==> src/rtl/nclic_pkg.sv <==
// rtl/nclic_pkg.sv - shared types and sizing for the n_clic dispatch stage
package nclic_pkg;

   localparam int INT_AMOUNT = 8;
   localparam int PRIORITIES = 4;
   localparam int IDX_W      = $clog2(INT_AMOUNT);
   localparam int PRIO_W     = $clog2(PRIORITIES);

   typedef logic [IDX_W-1:0]  int_index_t;
   typedef logic [PRIO_W-1:0] int_priority_t;

   typedef enum logic {
      ST_IDLE = 1'b0,
      ST_REQ  = 1'b1
   } dispatch_state_t;

   function automatic int depth_w(input int stack_depth);
      return $clog2(stack_depth + 1);
   endfunction

endpackage

==> src/rtl/nclic_prio_stack.sv <==
// rtl/nclic_prio_stack.sv - running-priority register plus LIFO of preempted priorities
module nclic_prio_stack
   import nclic_pkg::*;
#(
   parameter int DEPTH   = PRIORITIES - 1,
   parameter int DEPTH_W = depth_w(DEPTH)
) (
   input  logic               clk,
   input  logic               reset_n,
   input  logic               push,
   input  logic               pop,
   input  logic               replace,
   input  logic [PRIO_W-1:0]  din,
   output logic [PRIO_W-1:0]  top,
   output logic [DEPTH_W-1:0] depth
);

   // top is the live threshold; mem holds the thresholds it displaced
   int_priority_t mem [1 << DEPTH_W];

   always_ff @(posedge clk or negedge reset_n) begin
      if (!reset_n) begin
         top   <= '0;
         depth <= '0;
         for (int i = 0; i < (1 << DEPTH_W); i++) begin
            mem[i] <= '0;
         end
      end else if (push && depth < DEPTH_W'(DEPTH)) begin
         mem[depth] <= top;
         top        <= din;
         depth      <= depth + 1'b1;
      end else if (pop && depth != '0) begin
         top   <= mem[depth - 1'b1];
         depth <= depth - 1'b1;
      end else if (replace) begin
         top <= din;
      end
   end

endmodule

==> src/rtl/nclic_dispatch.sv <==
// rtl/nclic_dispatch.sv - threshold gate, core request handshake and pending clear for n_clic
module nclic_dispatch
   import nclic_pkg::*;
#(
   parameter int STACK_DEPTH = PRIORITIES - 1,
   parameter int DEPTH_W     = depth_w(STACK_DEPTH)
) (
   input  logic               clk,
   input  logic               reset_n,
   input  logic               i_int,
   input  logic [IDX_W-1:0]   i_idx,
   input  logic [PRIO_W-1:0]  i_prio,
   output logic               o_irq_req,
   output logic [IDX_W-1:0]   o_irq_idx,
   output logic [PRIO_W-1:0]  o_irq_prio,
   input  logic               i_irq_ack,
   input  logic               i_mret,
   output logic               o_clear_pending,
   output logic [IDX_W-1:0]   o_clear_idx,
   output logic [PRIO_W-1:0]  o_threshold,
   output logic [DEPTH_W-1:0] o_depth,
   output logic               o_err,
   input  logic               i_err_clr
);

   dispatch_state_t state;
   logic ack, take, push, pop, replace, underflow;

   always_comb begin
      ack       = (state == ST_REQ) && i_irq_ack;
      take      = (state == ST_IDLE) && i_int && (i_prio > o_threshold)
                  && (o_depth < DEPTH_W'(STACK_DEPTH));
      // ack together with mret is a tail-chain: swap the threshold in place
      push      = ack && !i_mret;
      replace   = ack && i_mret;
      pop       = !ack && i_mret;
      underflow = pop && (o_depth == '0);
   end

   nclic_prio_stack #(
      .DEPTH   (STACK_DEPTH),
      .DEPTH_W (DEPTH_W)
   ) u_stack (
      .clk     (clk),
      .reset_n (reset_n),
      .push    (push),
      .pop     (pop),
      .replace (replace),
      .din     (o_irq_prio),
      .top     (o_threshold),
      .depth   (o_depth)
   );

   always_ff @(posedge clk or negedge reset_n) begin
      if (!reset_n) begin
         state           <= ST_IDLE;
         o_irq_req       <= 1'b0;
         o_irq_idx       <= '0;
         o_irq_prio      <= '0;
         o_clear_pending <= 1'b0;
         o_clear_idx     <= '0;
         o_err           <= 1'b0;
      end else begin
         o_clear_pending <= ack;
         if (ack) begin
            o_clear_idx <= o_irq_idx;
         end
         if (underflow) begin
            o_err <= 1'b1;
         end else if (i_err_clr) begin
            o_err <= 1'b0;
         end
         case (state)
            ST_IDLE: begin
               if (take) begin
                  state      <= ST_REQ;
                  o_irq_req  <= 1'b1;
                  o_irq_idx  <= i_idx;
                  o_irq_prio <= i_prio;
               end
            end
            ST_REQ: begin
               if (i_irq_ack) begin
                  state     <= ST_IDLE;
                  o_irq_req <= 1'b0;
               end
            end
            default: state <= ST_IDLE;
         endcase
      end
   end

endmodule

==> config.mk <==
export PLATFORM = sky130hd
export DESIGN_NAME = nclic_dispatch
export DESIGN_NICKNAME = d
export VERILOG_FILES = /design/src/rtl/nclic_pkg.sv /design/src/rtl/nclic_prio_stack.sv /design/src/rtl/nclic_dispatch.sv
export SDC_FILE = /design/constraint.sdc
export NUM_CORES = 1
export LEC_CHECK = 0
export CAP_MARGIN = 20
export CELL_PAD_IN_SITES_DETAIL_PLACEMENT = 0
export CELL_PAD_IN_SITES_GLOBAL_PLACEMENT = 1
export CORE_ASPECT_RATIO = 0.6
export CORE_UTILIZATION = 35
export CTS_CLUSTER_DIAMETER = 60
export DETAILED_ROUTE_END_ITERATION = 12
export PLACE_DENSITY_LB_ADDON = 0.1
export SYNTH_ARGS = -nofsm -noshare
export SYNTH_HDL_FRONTEND = slang
export SYNTH_SLANG_ARGS = --single-unit
==> constraint.sdc <==
create_clock -name clk -period 1.5 [get_ports clk]
set_input_delay 0.375 -clock clk [delete_from_list [all_inputs] [get_ports clk]]
set_output_delay 0.375 -clock clk [all_outputs]
set_load 0.03 [all_outputs]
-- Word-level counts from Yosys, hierarchy flattened
Cells that the tools add are included.
- add/subtract/negate cells: 2
- bitwise logic cells: 3
- $mul: 0
- reduce and logical (&&, ||, !) cells: 20
- shifts and indexed selects: 0
- multiplexer cells: 19
- divide/modulo/power cells: 0
- eq/ne operators: 2
- order comparisons: 5
- operator list (operator ; count):
    $mux W2 ; 8
    $logic_and A1 B1 Y1 ; 11
    $bwmux W8 ; 1
    $ge A3 B3 Y1 const B ; 2
    $mux W1 ; 6
    $not A2 Y3 ; 2
    $reduce_bool A2 Y1 ; 3
    $bmux W2 S2 ; 1
    $demux W2 S2 ; 1
    $ne A2 B2 Y1 const B ; 2
    $pmux W1 S2 ; 2
    $reduce_and A2 Y1 ; 2
    $lt A3 B1 Y1 const B ; 1
    $reduce_bool A3 Y1 ; 1
    $add A2 B1 Y2 const B ; 1
    $gt A2 B2 Y1 ; 1
    $logic_not A1 Y1 ; 2
    $logic_not A2 Y1 ; 1
    $lt A2 B2 Y1 const B ; 1
    $sub A2 B1 Y2 const B ; 1
    $not A1 Y1 ; 1
- bits of input ports: 11
- ROM bits: 0
- memory bits (writable): 0
- memories: 0
- bits in latches: 0
- register bits after elaboration: 24

-- Longest topological paths before layout
- word-level depth: 7
- gate-level depth with buffers: 5

-- Hierarchy
Synthesis repeated with hierarchy kept, for this count alone.
- cell total of the unflattened synthesis: 90
- area, all modules: 1153.6 µm²
- modules (own cells, without submodules) (module ; cells an instance ; seq. area each (µm²) ; area an instance (µm²) ; times used):
    nclic_prio_stack ; 49 ; 300.3 ; 618.1 ; 1
    nclic_dispatch ; 41 ; 300.3 ; 535.5 ; 1

-- Least setup slack after synthesis
OpenSTA, ideal clock, no wires.
- path kind: reg2reg
- start point: register u_stack.top[1]
- end point: register o_irq_idx[0]
- period minus slack after synthesis: 1792 ps
- data arrival time: 1664 ps
- stages on the path, launching flop included: 6
- setup time: 128 ps
- path slack: -292 ps
- cell sequence: dfrtp_1 > inv_1 > ha_1 > nor2b_1 > o2111ai_2 > mux2_1
- word-level cells in the longest chain between the ends: 4
- ends and longest elaborated chain (element ; line ; text):
    start: declaration ; nclic_prio_stack.sv:14 ; output logic [PRIO_W-1:0] top,
    start signal: assignment ; nclic_prio_stack.sv:30 ; top <= din;
    start signal: assignment ; nclic_prio_stack.sv:33 ; top <= mem[depth - 1'b1];
    start signal: assignment ; nclic_prio_stack.sv:36 ; top <= din;
    $gt A2 B2 Y1 ; nclic_dispatch.sv:31 ; take = (state == ST_IDLE) && i_int && (i_prio > o_threshold)
    $logic_and A1 B1 Y1 ; nclic_dispatch.sv:31 ;
    $logic_and A1 B1 Y1 ; nclic_dispatch.sv:32 ; && (o_depth < DEPTH_W'(STACK_DEPTH));
    $reduce_and A2 Y1 (no line) ; -- ;
    end signal: assignment ; nclic_dispatch.sv:78 ; o_irq_idx <= i_idx;
    end: declaration ; nclic_dispatch.sv:14 ; output logic [IDX_W-1:0] o_irq_idx,
No other way between the ends.
A chain may end at the register's enable or synchronous reset.

-- Final worst setup path
- start point: register u_stack.top[1]
- end point: register o_irq_prio[0]
- word-level cells in the longest chain between the ends: 4
- ends and longest elaborated chain (element ; line ; text):
    $gt A2 B2 Y1 ; nclic_dispatch.sv:31 ;
    $logic_and A1 B1 Y1 ; nclic_dispatch.sv:31 ;
    $logic_and A1 B1 Y1 ; nclic_dispatch.sv:32 ;
    $reduce_and A2 Y1 (no line) ; -- ;
    end signal: assignment ; nclic_dispatch.sv:79 ; o_irq_prio <= i_prio;
    end: declaration ; nclic_dispatch.sv:15 ; output logic [PRIO_W-1:0] o_irq_prio,
No other way between the ends.

==> flow_summary.yaml <==
sta:
  fmax_mhz: 639
  rsz0062_at_grt: "yes"
  hold_violations: 0
  finalCriticalPeriod_ns: 1.56
  finClkSkew_ns: 0.00134
  setup_viol: 5
  period_share: 1.04
  fin_setup_tns_ns: -0.311
  slew_headroom: 0.762
  setup_ws_ns: -0.0642
  slew_viol_final: 0
  tightest_slew_ns: 0.357
logic_synthesis:
  synth_cell_types: 28
  syn_area_um2: 1160
  synth-seq-area-share: 0.519
  syn_avg_cell_area_um2: 13.0
  ys_warn_count: 0
  synth-seq-cells: 24
  syn-num-nets: 106
  synth_cells: 89
layout:
  drive_gt1_frac: 0.463
  synthToLayoutAreaGrowth_pct: 56.4
  post-route-util: 0.602
  finish.instance_area_um2: 1810
  nNetsFinal: 154
  fillCellCount: 248
  diodes: 0
  final_cell_mix: "21 x dfrtp_1, 21 x buf_4, 14 x dlygate4sd2_1"
critical_path:
  r2r-start: "u_stack.top[1]"
  worstReg2RegEnd: "o_irq_prio[0]"
  crit_fanout: 6
  ff2ff_setup_slack_ns: -0.06
  r2r_cells: 5
  crit_required_ns: 1.66
  start_kind: "flip-flop"
  end_kind: "flip-flop"
  cp_data_arrival_time_ns: 1.72
  path_class: "flip-flop to flip-flop"
place:
  port_buffers: 25
  dp_hpwl_mm: 1.79
  placedInstanceArea_um2: 1630
  place_congestion: 0.765
floorplanning:
  dieArea_um2: 3540
  rows: 15
  fp.dieW_um: 76.2
  core-area_um2: 3000
  io_pins: 26
  die_h_um: 46.5
  initial_core_util: 0.385
power_and_ir_drop:
  p_per_area_nw_per_um2: 2270
  ir_drop_mv: 0.850
  p_sw_mw: 1.59
  pwr-share-comb: 0.584
  power.internal_mw: 2.53
  power_mw: 4.11
  sw_frac_of_total: 0.386
  power.leakage_nw: 0.896
  seq_power_share: 0.279
  clock_power_share: 0.137
status:
  status: "finished with violations"
  failed_checks: "setup timing"
route:
  num_vias: 844
  first_pass_iters: 4
  routedWlPerCell_um: 14.5
  drc: 0
  vias_per_cell: 4.74
  antenna_left: 0
  drt_iter0_markers: 36
  wl_mm: 2.59
global_route:
  grt_max_degree: 25
  grt-ovfl-total: 0
  antenna_found_initial: 0
  grt_pass1_wl_mm: 4.26
  track_usage: 0.168
  grt_pass1_vias: 847
hold_path:
  hold_depth: 0
  hp-start: "u_stack.mem[1]"
  hold_end: "u_stack.mem[1]"
  holdCritPathClass: "flip-flop to flip-flop"
cts:
  cts_tree: "yes"
  clock_latency_ns: 0.26
  cts_sinks: 24
  cts_buffers: 3
  cts_buffer_depth: 2
  h-tree-depth: 1
  cts_root_buf: "clkbuf_8"
  clk_pin_slew_ns: 0.08
  cts_hold_buf: 0
job:
  cap_violations: 0
[area by class of cell]
cell class / instances / area, um2 / area share
Multi-Input combinational cell: 54 / 658 / 0.364
Clock inverter: 1 / 30.0 / 0.0166
Tap cell: 42 / 52.6 / 0.0291
Sequential cell: 24 / 604 / 0.334
Clock buffer: 3 / 41.3 / 0.0228
Inverter: 9 / 38.8 / 0.0215
Timing Repair Buffer: 45 / 383 / 0.212
[synthesized netlist by cell type]
cell type / instances / area share
mux2_4: 2 / 0.026
and3b_1: 1 / 0.0076
o21ai_0: 4 / 0.017
a21boi_1: 1 / 0.0065
nor3_1: 1 / 0.0043
a211o_1: 1 / 0.0076
nand3_1: 2 / 0.0087
ha_1: 6 / 0.065
nand2_2: 3 / 0.016
a21oi_1: 1 / 0.0043
o2111ai_2: 1 / 0.013
dfrtp_1: 24 / 0.52
a211oi_1: 2 / 0.013
nand2_1: 2 / 0.0065
o22ai_1: 1 / 0.0054
mux2_1: 12 / 0.12
mux4_2: 2 / 0.039
a21boi_0: 1 / 0.0065
a311oi_1: 1 / 0.0076
a31oi_1: 2 / 0.011
o211ai_1: 1 / 0.0065
nor2b_1: 2 / 0.011
a21o_1: 1 / 0.0065
a21bo_2: 2 / 0.017
inv_1: 9 / 0.029
xnor2_1: 1 / 0.0076
clkbuf_1: 2 / 0.0065
and4bb_4: 1 / 0.014
[through the flow]
step           hold WS, ns  std cells  worst slack (ns)
4_1_cts              0.384        174           -0.0723
6_report             0.377        178           -0.0642
5_1_grt              0.402        178            -0.129
3_3_place_gp         0.367        167            -0.536
2_1_floorplan       0.0794         89            -0.139
3_5_place_dp         0.363        167            -0.562
[critical path, cell delays in order, from the launching register on]
cell and delay (ns):
dfrtp_2 0.41, inv_2 0.06, ha_4 0.19, nor2b_4 0.13, o2111ai_4 0.32, mux2_4 0.33
[power groups by stage]
stage | registers, mW | clock network (mW) | logic [mW]
CTS | 1.14 | 0.577 | 2.19
floorplan | 1.56 | 0 | 0.949
finish | 1.15 | 0.562 | 2.40
global placement | 1.14 | 0 | 2.16
detailed placement | 1.15 | 0 | 2.17
global route | 1.19 | 0.611 | 2.59
[cell families after synthesis]
logic type	after synthesis	synth area share
and+or+nand+nor	12	0.0682
adders and majority gates	6	0.0649
AOI/OAI and AO/OA	19	0.122
buffers and inverters	11	0.0357
muxes	16	0.182
xor gates and xnor gates	1	0.00758
DFF	24	0.519
[flip-flops by register name, indices dropped and copies added, names as in the netlist]
register         cells
u_stack.depth        2
o_err                1
o_clear_pending      1
o_irq_prio           2
state                1
u_stack.mem          8
o_clear_idx          3
u_stack.top          2
o_irq_idx            3
o_irq_req            1
[what timing repair did]
action | in CTS | in global routing
resized for setup | 21 | 12
setup endpoints to repair | 22 | 15
pin swaps | 7 | 6
buffers inserted | 3 | 4
[how the worst max path moves through the flow]
stage	from	end	slack, ns
global route	u_stack.top[1]	o_irq_prio[0]	-0.13
global placement	i_prio[1]	o_irq_idx[1]	-0.54
CTS	u_stack.top[1]	o_irq_prio[0]	-0.07
finish	u_stack.top[1]	o_irq_prio[0]	-0.06
detailed placement	i_prio[1]	o_irq_idx[1]	-0.56
floorplan	u_stack.top[1]	o_irq_idx[0]	-0.14
[metal layers]
layer / wire, um / global-route usage
met3: 140 / 0.0574
met4: 25 / 0.0577
met5: 0 / 0
met2: 1010 / 0.229
met1: 1410 / 0.244
(Power assumes the default switching activity.)
